## src/rtl/ddr_line_reader_if.sv

```systemverilog
// ddr_line_reader_if
//   Bundles the request, DDR command/read-data, output-beat and status
//   signals of ddr_line_reader. clk and rst_n stay outside the bundle.
//   master : the surrounding system (sequencer, DDR controller, FIFO)
//   slave  : ddr_line_reader itself
//   Request side  : calib_done, frame_start, buf_sel, fifo_space, err_clr
//   DDR side      : ddr_cmd_rdy, ddr_cmd_en, ddr_cmd, ddr_rd_addr,
//                   ddr_rd_data_valid, ddr_rd_data
//   Output beats  : out_valid, out_data, out_sol, out_eol
//   Status        : line_number, busy, frame_done, err_overrun
interface ddr_line_reader_if #(
    parameter int DATA_W  = 256,
    parameter int ADDR_W  = 29,
    parameter int SPACE_W = 12
);
    logic               calib_done;
    logic               frame_start;
    logic               buf_sel;
    logic [SPACE_W-1:0] fifo_space;
    logic               ddr_cmd_rdy;
    logic               ddr_cmd_en;
    logic [2:0]         ddr_cmd;
    logic [ADDR_W-1:0]  ddr_rd_addr;
    logic               ddr_rd_data_valid;
    logic [DATA_W-1:0]  ddr_rd_data;
    logic               out_valid;
    logic [DATA_W-1:0]  out_data;
    logic               out_sol;
    logic               out_eol;
    logic [7:0]         line_number;
    logic               busy;
    logic               frame_done;
    logic               err_overrun;
    logic               err_clr;

    modport master (
        output calib_done, frame_start, buf_sel, fifo_space, ddr_cmd_rdy,
               ddr_rd_data_valid, ddr_rd_data, err_clr,
        input  ddr_cmd_en, ddr_cmd, ddr_rd_addr, out_valid, out_data,
               out_sol, out_eol, line_number, busy, frame_done, err_overrun
    );

    modport slave (
        input  calib_done, frame_start, buf_sel, fifo_space, ddr_cmd_rdy,
               ddr_rd_data_valid, ddr_rd_data, err_clr,
        output ddr_cmd_en, ddr_cmd, ddr_rd_addr, out_valid, out_data,
               out_sol, out_eol, line_number, busy, frame_done, err_overrun
    );
endinterface

```

## src/rtl/ddr_line_reader.sv

```systemverilog
// ddr_line_reader
//   Reads one video frame out of DDR, line by line. For each line it waits
//   until the downstream FIFO can take a whole line, issues LINE_BEATS read
//   bursts at contiguous addresses, and forwards the returned beats to the
//   FIFO tagged with start/end-of-line markers. All outputs are registered.
// Ports
//   clk, rst_n : system clock, asynchronous active-low reset
//   bus        : ddr_line_reader_if.slave (request, DDR, output, status)
//
// state     | meaning
// ----------+------------------------------------------------------------
// IDLE      | no frame; waits for frame_start with calib_done
// LINE_WAIT | waits for FIFO room for one full line
// CMD       | issuing read bursts for the current line
// DATA      | all bursts issued; collecting the rest of the line's beats
// DONE      | one-cycle frame_done pulse, then back to IDLE
module ddr_line_reader #(
    parameter int                DATA_W     = 256,
    parameter int                ADDR_W     = 29,
    parameter int                LINE_BEATS = 30,
    parameter int                NUM_LINES  = 160,
    parameter int                ADDR_STEP  = 8,
    parameter logic [ADDR_W-1:0] BASE0      = '0,
    parameter logic [ADDR_W-1:0] BASE1      = 'h0100000,
    parameter int                SPACE_W    = 12
) (
    input  logic               clk,
    input  logic               rst_n,
    ddr_line_reader_if.slave   bus
);

    localparam int CNT_W = $clog2(LINE_BEATS + 1);

    localparam logic [CNT_W-1:0]   BEATS_C    = CNT_W'(LINE_BEATS);
    localparam logic [CNT_W-1:0]   LAST_BEAT  = CNT_W'(LINE_BEATS - 1);
    localparam logic [7:0]         LAST_LINE  = 8'(NUM_LINES - 1);
    localparam logic [SPACE_W-1:0] SPACE_NEED = SPACE_W'(LINE_BEATS);
    localparam logic [ADDR_W-1:0]  STEP_C     = ADDR_W'(ADDR_STEP);

    typedef enum logic [2:0] {
        IDLE      = 3'd0,
        LINE_WAIT = 3'd1,
        CMD       = 3'd2,
        DATA      = 3'd3,
        DONE      = 3'd4
    } state_t;

    state_t             state_q, state_d;
    logic               cmd_en_q, cmd_en_d;
    logic [ADDR_W-1:0]  addr_q, addr_d;
    logic               out_valid_q, out_valid_d;
    logic [DATA_W-1:0]  out_data_q, out_data_d;
    logic               sol_q, sol_d;
    logic               eol_q, eol_d;
    logic [7:0]         line_q, line_d;
    logic               busy_q, busy_d;
    logic               frame_done_q, frame_done_d;
    logic               err_q, err_d;
    logic [CNT_W-1:0]   cmd_cnt_q, cmd_cnt_d;
    logic [CNT_W-1:0]   beat_cnt_q, beat_cnt_d;

    logic beat_ok;
    logic beat_drop;

    // Beats are only expected while bursts are outstanding for the current
    // line; anything else is a protocol slip on the DDR side.
    assign beat_ok   = bus.ddr_rd_data_valid
                       && ((state_q == CMD) || (state_q == DATA))
                       && (beat_cnt_q < BEATS_C);
    assign beat_drop = bus.ddr_rd_data_valid && !beat_ok;

    always_comb begin
        state_d      = state_q;
        cmd_en_d     = cmd_en_q;
        addr_d       = addr_q;
        out_valid_d  = 1'b0;
        out_data_d   = out_data_q;
        sol_d        = 1'b0;
        eol_d        = 1'b0;
        line_d       = line_q;
        err_d        = err_q;
        cmd_cnt_d    = cmd_cnt_q;
        beat_cnt_d   = beat_cnt_q;

        if (beat_ok) begin
            out_valid_d = 1'b1;
            out_data_d  = bus.ddr_rd_data;
            sol_d       = (beat_cnt_q == '0);
            eol_d       = (beat_cnt_q == LAST_BEAT);
            beat_cnt_d  = beat_cnt_q + CNT_W'(1);
        end

        // A fresh error in the same cycle as a clear must survive.
        if (bus.err_clr) begin
            err_d = 1'b0;
        end
        if (beat_drop) begin
            err_d = 1'b1;
        end

        unique case (state_q)
            IDLE: begin
                if (bus.frame_start && bus.calib_done) begin
                    addr_d  = bus.buf_sel ? BASE1 : BASE0;
                    line_d  = 8'd0;
                    state_d = LINE_WAIT;
                end
            end
            LINE_WAIT: begin
                if (bus.fifo_space >= SPACE_NEED) begin
                    cmd_en_d = 1'b1;
                    state_d  = CMD;
                end
            end
            CMD: begin
                if (cmd_en_q && bus.ddr_cmd_rdy) begin
                    addr_d    = addr_q + STEP_C;
                    cmd_cnt_d = cmd_cnt_q + CNT_W'(1);
                    if (cmd_cnt_q == LAST_BEAT) begin
                        cmd_en_d  = 1'b0;
                        cmd_cnt_d = '0;
                        state_d   = DATA;
                    end
                end
            end
            DATA: begin
                // beat_ok is false here, so beat_cnt_d has a single owner.
                if (beat_cnt_q == BEATS_C) begin
                    beat_cnt_d = '0;
                    if (line_q == LAST_LINE) begin
                        state_d = DONE;
                    end else begin
                        line_d  = line_q + 8'd1;
                        state_d = LINE_WAIT;
                    end
                end
            end
            DONE: begin
                line_d  = 8'd0;
                state_d = IDLE;
            end
            default: begin
                state_d = IDLE;
            end
        endcase

        // Registered from the next state so they line up with state_q.
        frame_done_d = (state_d == DONE);
        busy_d       = (state_d != IDLE);
    end

    always_ff @(posedge clk or negedge rst_n) begin
        if (!rst_n) begin
            state_q      <= IDLE;
            cmd_en_q     <= 1'b0;
            addr_q       <= '0;
            out_valid_q  <= 1'b0;
            out_data_q   <= '0;
            sol_q        <= 1'b0;
            eol_q        <= 1'b0;
            line_q       <= 8'd0;
            busy_q       <= 1'b0;
            frame_done_q <= 1'b0;
            err_q        <= 1'b0;
            cmd_cnt_q    <= '0;
            beat_cnt_q   <= '0;
        end else begin
            state_q      <= state_d;
            cmd_en_q     <= cmd_en_d;
            addr_q       <= addr_d;
            out_valid_q  <= out_valid_d;
            out_data_q   <= out_data_d;
            sol_q        <= sol_d;
            eol_q        <= eol_d;
            line_q       <= line_d;
            busy_q       <= busy_d;
            frame_done_q <= frame_done_d;
            err_q        <= err_d;
            cmd_cnt_q    <= cmd_cnt_d;
            beat_cnt_q   <= beat_cnt_d;
        end
    end

    assign bus.ddr_cmd     = 3'b001;
    assign bus.ddr_cmd_en  = cmd_en_q;
    assign bus.ddr_rd_addr = addr_q;
    assign bus.out_valid   = out_valid_q;
    assign bus.out_data    = out_data_q;
    assign bus.out_sol     = sol_q;
    assign bus.out_eol     = eol_q;
    assign bus.line_number = line_q;
    assign bus.busy        = busy_q;
    assign bus.frame_done  = frame_done_q;
    assign bus.err_overrun = err_q;

endmodule
```

## src/flat_wrapper.sv

```systemverilog
// flat-port wrapper written by rule: the top's interface ports become plain ports
module ddr_line_reader_flat 
#(
    parameter int                DATA_W     = 256,
    parameter int                ADDR_W     = 29,
    parameter int                LINE_BEATS = 30,
    parameter int                NUM_LINES  = 160,
    parameter int                ADDR_STEP  = 8,
    parameter logic [ADDR_W-1:0] BASE0      = '0,
    parameter logic [ADDR_W-1:0] BASE1      = 'h0100000,
    parameter int                SPACE_W    = 12
)
  (clk, rst_n, bus_calib_done, bus_frame_start, bus_buf_sel, bus_fifo_space, bus_ddr_cmd_rdy, bus_ddr_rd_data_valid, bus_ddr_rd_data, bus_err_clr, bus_ddr_cmd_en, bus_ddr_cmd, bus_ddr_rd_addr, bus_out_valid, bus_out_data, bus_out_sol, bus_out_eol, bus_line_number, bus_busy, bus_frame_done, bus_err_overrun);
  ddr_line_reader_if #(.DATA_W(DATA_W), .ADDR_W(ADDR_W), .SPACE_W(SPACE_W)) bus_i ();
  input  logic clk;
  input  logic rst_n;
  input wire logic [$bits(bus_i.calib_done)-1:0] bus_calib_done;
  input wire logic [$bits(bus_i.frame_start)-1:0] bus_frame_start;
  input wire logic [$bits(bus_i.buf_sel)-1:0] bus_buf_sel;
  input wire logic [$bits(bus_i.fifo_space)-1:0] bus_fifo_space;
  input wire logic [$bits(bus_i.ddr_cmd_rdy)-1:0] bus_ddr_cmd_rdy;
  input wire logic [$bits(bus_i.ddr_rd_data_valid)-1:0] bus_ddr_rd_data_valid;
  input wire logic [$bits(bus_i.ddr_rd_data)-1:0] bus_ddr_rd_data;
  input wire logic [$bits(bus_i.err_clr)-1:0] bus_err_clr;
  output wire logic [$bits(bus_i.ddr_cmd_en)-1:0] bus_ddr_cmd_en;
  output wire logic [$bits(bus_i.ddr_cmd)-1:0] bus_ddr_cmd;
  output wire logic [$bits(bus_i.ddr_rd_addr)-1:0] bus_ddr_rd_addr;
  output wire logic [$bits(bus_i.out_valid)-1:0] bus_out_valid;
  output wire logic [$bits(bus_i.out_data)-1:0] bus_out_data;
  output wire logic [$bits(bus_i.out_sol)-1:0] bus_out_sol;
  output wire logic [$bits(bus_i.out_eol)-1:0] bus_out_eol;
  output wire logic [$bits(bus_i.line_number)-1:0] bus_line_number;
  output wire logic [$bits(bus_i.busy)-1:0] bus_busy;
  output wire logic [$bits(bus_i.frame_done)-1:0] bus_frame_done;
  output wire logic [$bits(bus_i.err_overrun)-1:0] bus_err_overrun;
  assign bus_i.calib_done = bus_calib_done;
  assign bus_i.frame_start = bus_frame_start;
  assign bus_i.buf_sel = bus_buf_sel;
  assign bus_i.fifo_space = bus_fifo_space;
  assign bus_i.ddr_cmd_rdy = bus_ddr_cmd_rdy;
  assign bus_i.ddr_rd_data_valid = bus_ddr_rd_data_valid;
  assign bus_i.ddr_rd_data = bus_ddr_rd_data;
  assign bus_i.err_clr = bus_err_clr;
  assign bus_ddr_cmd_en = bus_i.ddr_cmd_en;
  assign bus_ddr_cmd = bus_i.ddr_cmd;
  assign bus_ddr_rd_addr = bus_i.ddr_rd_addr;
  assign bus_out_valid = bus_i.out_valid;
  assign bus_out_data = bus_i.out_data;
  assign bus_out_sol = bus_i.out_sol;
  assign bus_out_eol = bus_i.out_eol;
  assign bus_line_number = bus_i.line_number;
  assign bus_busy = bus_i.busy;
  assign bus_frame_done = bus_i.frame_done;
  assign bus_err_overrun = bus_i.err_overrun;
  ddr_line_reader #(.DATA_W(DATA_W), .ADDR_W(ADDR_W), .LINE_BEATS(LINE_BEATS), .NUM_LINES(NUM_LINES), .ADDR_STEP(ADDR_STEP), .BASE0(BASE0), .BASE1(BASE1), .SPACE_W(SPACE_W)) u_core (.clk(clk), .rst_n(rst_n), .bus(bus_i));
endmodule
```

## config.mk

```make
export PLATFORM = sky130hd
export DESIGN_NAME = ddr_line_reader_flat
export DESIGN_NICKNAME = d
export VERILOG_FILES = /design/src/rtl/ddr_line_reader_if.sv /design/src/rtl/ddr_line_reader.sv /design/src/flat_wrapper.sv
export SDC_FILE = /design/constraint.sdc
export NUM_CORES = 1
export LEC_CHECK = 0
export ABC_AREA = 1
export CORE_AREA = 5 5 221 223
export DETAILED_ROUTE_END_ITERATION = 8
export DIE_AREA = 0 0 226 228
export GPL_TIMING_DRIVEN = 0
export PLACE_DENSITY_LB_ADDON = 0.05
export SLEW_MARGIN = 40
export SYNTH_ARGS = -nofsm -noshare
export SYNTH_HDL_FRONTEND = slang
export SYNTH_SLANG_ARGS = --single-unit
```

## constraint.sdc

```tcl
create_clock -name clk -period 3.92 [get_ports clk]
set_input_delay 0.784 -clock clk [delete_from_list [all_inputs] [get_ports clk]]
set_output_delay 0.784 -clock clk [all_outputs]
set_load 0.05 [all_outputs]
```

==> results.sh <==
export IMPL_status="completed"
export IMPL_p_switching_mw=10.03
export IMPL_p_int_mw=10.32
export IMPL_grt_max_degree=68
export IMPL_placed_area_mm2=0.01951
export IMPL_postRouteAntennaNets=0
export IMPL_yosysTopAreaCellShare_pct=60.25
export IMPL_die_h_um=228
export IMPL_drc=0
export IMPL_cp_top_family="buffers and inverters"
export IMPL_cts_made_buffers=39
export IMPL_peakVddDrop_mv=0.5589
export IMPL_yosys_warnings=0
export IMPL_cp_slowest_cell="clkdlybuf4s50_1"
export IMPL_dp_slack_ns=1.214
export IMPL_p_seq_share_pct=26.9
export IMPL_cts_root_buf="clkbuf_16"
export IMPL_cts_hold_buf=0
export IMPL_initial_core_util_pct=27.78
export IMPL_synth_area_top_cells="dfrtp_1 60%, nand2_1 26%, nor2_1 1.9%, buf_2 1.7%, inv_1 1.4%"
export IMPL_ff2ff_setup_slack_ns=2.10
export IMPL_clkLatencyLatePin_ns=0.55
export IMPL_design_area_mm2=0.02081
export IMPL_synth_common_cells="889 x nand2_1, 310 x dfrtp_1, 64 x nor2_1, 49 x inv_1, 44 x buf_2"
export IMPL_hold_viol=0
export IMPL_cp_required_ns=3.14
export IMPL_start_kind="flop"
export IMPL_grt_usage_pct=19.99
export IMPL_syn_to_final_growth_pct=61.60
export IMPL_first_pass_iters=5
export IMPL_clk_pin_slew_worst_paths_ns=0.06
export IMPL_crit_chain="clkdlybuf4s50_1"
export IMPL_reg2reg_depth=7
export IMPL_ys_ff_latch=310
export IMPL_timing_final_ws_setup_ns=1.231
export IMPL_max_cap_violations=0
export IMPL_layout_drive_gt1_share_pct=7.143
export IMPL_dieArea_mm2=0.05153
export IMPL_yosysMostFrequentCell="nand2_1"
export IMPL_vias_per_cell=4.295
export IMPL_post_cts_buffers=0
export IMPL_period_needed_ns=2.689
export IMPL_rsz0062_at_grt="false"
export IMPL_p_sw_share_pct=49.29
export IMPL_clockPowerShare_pct=18.1
export IMPL_powerDensity_mw_per_mm2=977.7
export IMPL_wirelength_um=52370
export IMPL_worstMarginPinSlew_ns=0.7099
export IMPL_grt_pass1_wl_um=79100
export IMPL_htreeDepth=2
export IMPL_drt_iter0_markers=568
export IMPL_worstHoldPathType="in2async"
export IMPL_ys_flop_type="dfrtp_1"
export IMPL_synthDistinctLibCells=34
export IMPL_vias=11932
export IMPL_cp_end_kind="output port"
export IMPL_rows=79
export IMPL_synth_area_leader_cell="dfrtp_1"
export IMPL_period_share_pct=68.60
export IMPL_setup_violations=0
export IMPL_clock_fmax_mhz=371.9
export IMPL_slowest_delay_ns=0.86
export IMPL_nets=2428
export IMPL_critPathMaxFanout=7
export IMPL_cts_repair_resized=0
export IMPL_fp_dieW_um=226
export IMPL_ios=579
export IMPL_ys_async_sr_fraction_pct=100.0
export IMPL_crit_arrival_ns=1.90
export IMPL_skew_ns=0.01581
export IMPL_avgSynthCellArea_um2=8.454
export IMPL_synth_edf_count=0
export IMPL_place_gp_congestion=0.8156
export IMPL_drv_slew=0
export IMPL_path_class="reg2out"
export IMPL_antenna_found_initial=13
export IMPL_dp_hpwl_um=40260
export IMPL_grt_pass1_vias=12341
export IMPL_cts_sinks=310
export IMPL_synth_cell_area_mm2=0.01288
export IMPL_avgRoutedWirePerCell_um=18.85
export IMPL_clockBufferDepth=3
export IMPL_core_area_mm2=0.04636
export IMPL_timing_rr_end="u_core.bus.out_data[240]$_DFFE_PN0P_"
export IMPL_placement_io_buffers=571
export IMPL_final_core_util_pct=44.88
export IMPL_grt_overflow_total=0
export IMPL_cts_tree="yes"
export IMPL_seq_area_frac_synth_pct=60.25
export IMPL_relSlewSlack_pct=52.52
export IMPL_path_buf_inv=1
export IMPL_combinationalPowerShare_pct=55.0
export IMPL_rr_startpoint="u_core.beat_cnt_q[2]$_DFF_PN0_"
export IMPL_p_leak_nw=10.11
export IMPL_postSynthCellCount=1523
export IMPL_setup_tns_ns=0
==> power groups by stage <==
stage,Sequential (mW),Clock (mW),Combinational [mW]
floorplan,10.1,0,2.29
global placement,5.47,0,11.3
detailed placement,5.48,0,11.4
CTS,5.47,3.81,11.4
global route,5.67,3.93,11.9
finish,5.47,3.68,11.2
==> cell type report <==
class	count	area, µm²
well taps	607	759.5
inverters	53	198.9
multi-input cells	1095	4482
clock buffers	56	1160
flip-flops and latches	310	7757
diodes	1	2.502
plain buffers	69	452.9
repair buffers	576	5858
fillers	4598	25550
clock inverters	11	136.4
==> sequential cells by signal, indices dropped and copies added (netlist names) <==
signal	cells
u_core.bus.ddr_rd_addr	26
u_core.bus.out_sol	1
u_core.bus.err_overrun	1
u_core.bus.out_data	256
u_core.bus.ddr_cmd_en	1
u_core.state_q	3
u_core.bus.out_eol	1
u_core.bus.frame_done	1
u_core.cmd_cnt_q	5
u_core.bus.line_number	8
u_core.bus.busy	1
u_core.bus.out_valid	1
u_core.beat_cnt_q	5
==> worst max-delay path by stage <==
stage	start	endpoint	depth (start not counted)
global route	u_core.bus.ddr_rd_addr[19]$_DFFE_PN0P_	bus_ddr_rd_addr[19]	1
CTS	u_core.bus.ddr_rd_addr[21]$_DFFE_PN0P_	bus_ddr_rd_addr[21]	1
finish	u_core.bus.ddr_rd_addr[19]$_DFFE_PN0P_	bus_ddr_rd_addr[19]	1
detailed placement	bus_ddr_rd_data_valid	u_core.bus.out_data[240]$_DFFE_PN0P_	7
global placement	rst_n	u_core.bus.out_data[181]$_DFFE_PN0P_	1
floorplan	u_core.bus.ddr_rd_addr[3]$_DFFE_PN0P_	u_core.bus.ddr_rd_addr[25]$_DFFE_PN0P_	8
==> metrics by stage <==
stage	hold WS (ns)	instances	power (mW)
2_1_floorplan	0.4856	1527	12.39
3_3_place_gp	0.4612	2705	16.81
3_5_place_dp	0.4638	2710	16.84
4_1_cts	0.01890	2777	20.67
5_1_grt	0.02754	2778	21.51
6_report	0.05287	2778	20.34
==> cells in the final DEF (no fill, tap or decap), types with 2 or more instances in the layout <==
master	instances
nand2_1	889
clkdlybuf4s50_1	570
dfrtp_1	310
nor2_1	64
inv_1	49
buf_2	44
clkbuf_16	39
nand3_1	33
o21ai_0	22
a21oi_1	16
nand4_1	15
buf_6	14
clkbuf_8	12
nor3_1	10
buf_4	9
ha_1	8
clkbuf_1	7
conb_1	6
clkinv_2	6
nor2_4	5
buf_16	5
inv_2	4
xor2_1	4
nand2_2	3
nand3b_1	3
o21ai_2	3
bufinv_16	3
o21bai_1	2
==> cell families (layout without fill, tap and decap cells) <==
| kind of cell | Yosys count | count (layout) | synth area share (%) |
|---|---|---|---|
| adders and majority gates | 8 | 8 | 0.7774 |
| DFF | 310 | 310 | 60.25 |
| xor gates and xnor gates | 5 | 5 | 0.3401 |
| AOI/OAI and AO/OA | 46 | 46 | 1.973 |
| and+or+nand+nor | 1030 | 1030 | 31.54 |
| buffers and inverters | 122 | 765 | 5.063 |
| other | 2 | 7 | 0.05833 |
==> per-layer routing <==
metal / GRT usage, % / share of wire, % / wire length [µm]
met5: 0 / 0.25 / 129
met4: 4.464 / 2.1 / 1104
met2: 34.63 / 50 / 26130
met3: 8.618 / 10 / 5212
met1: 22.92 / 38 / 19790
(Power assumes the default switching activity.)
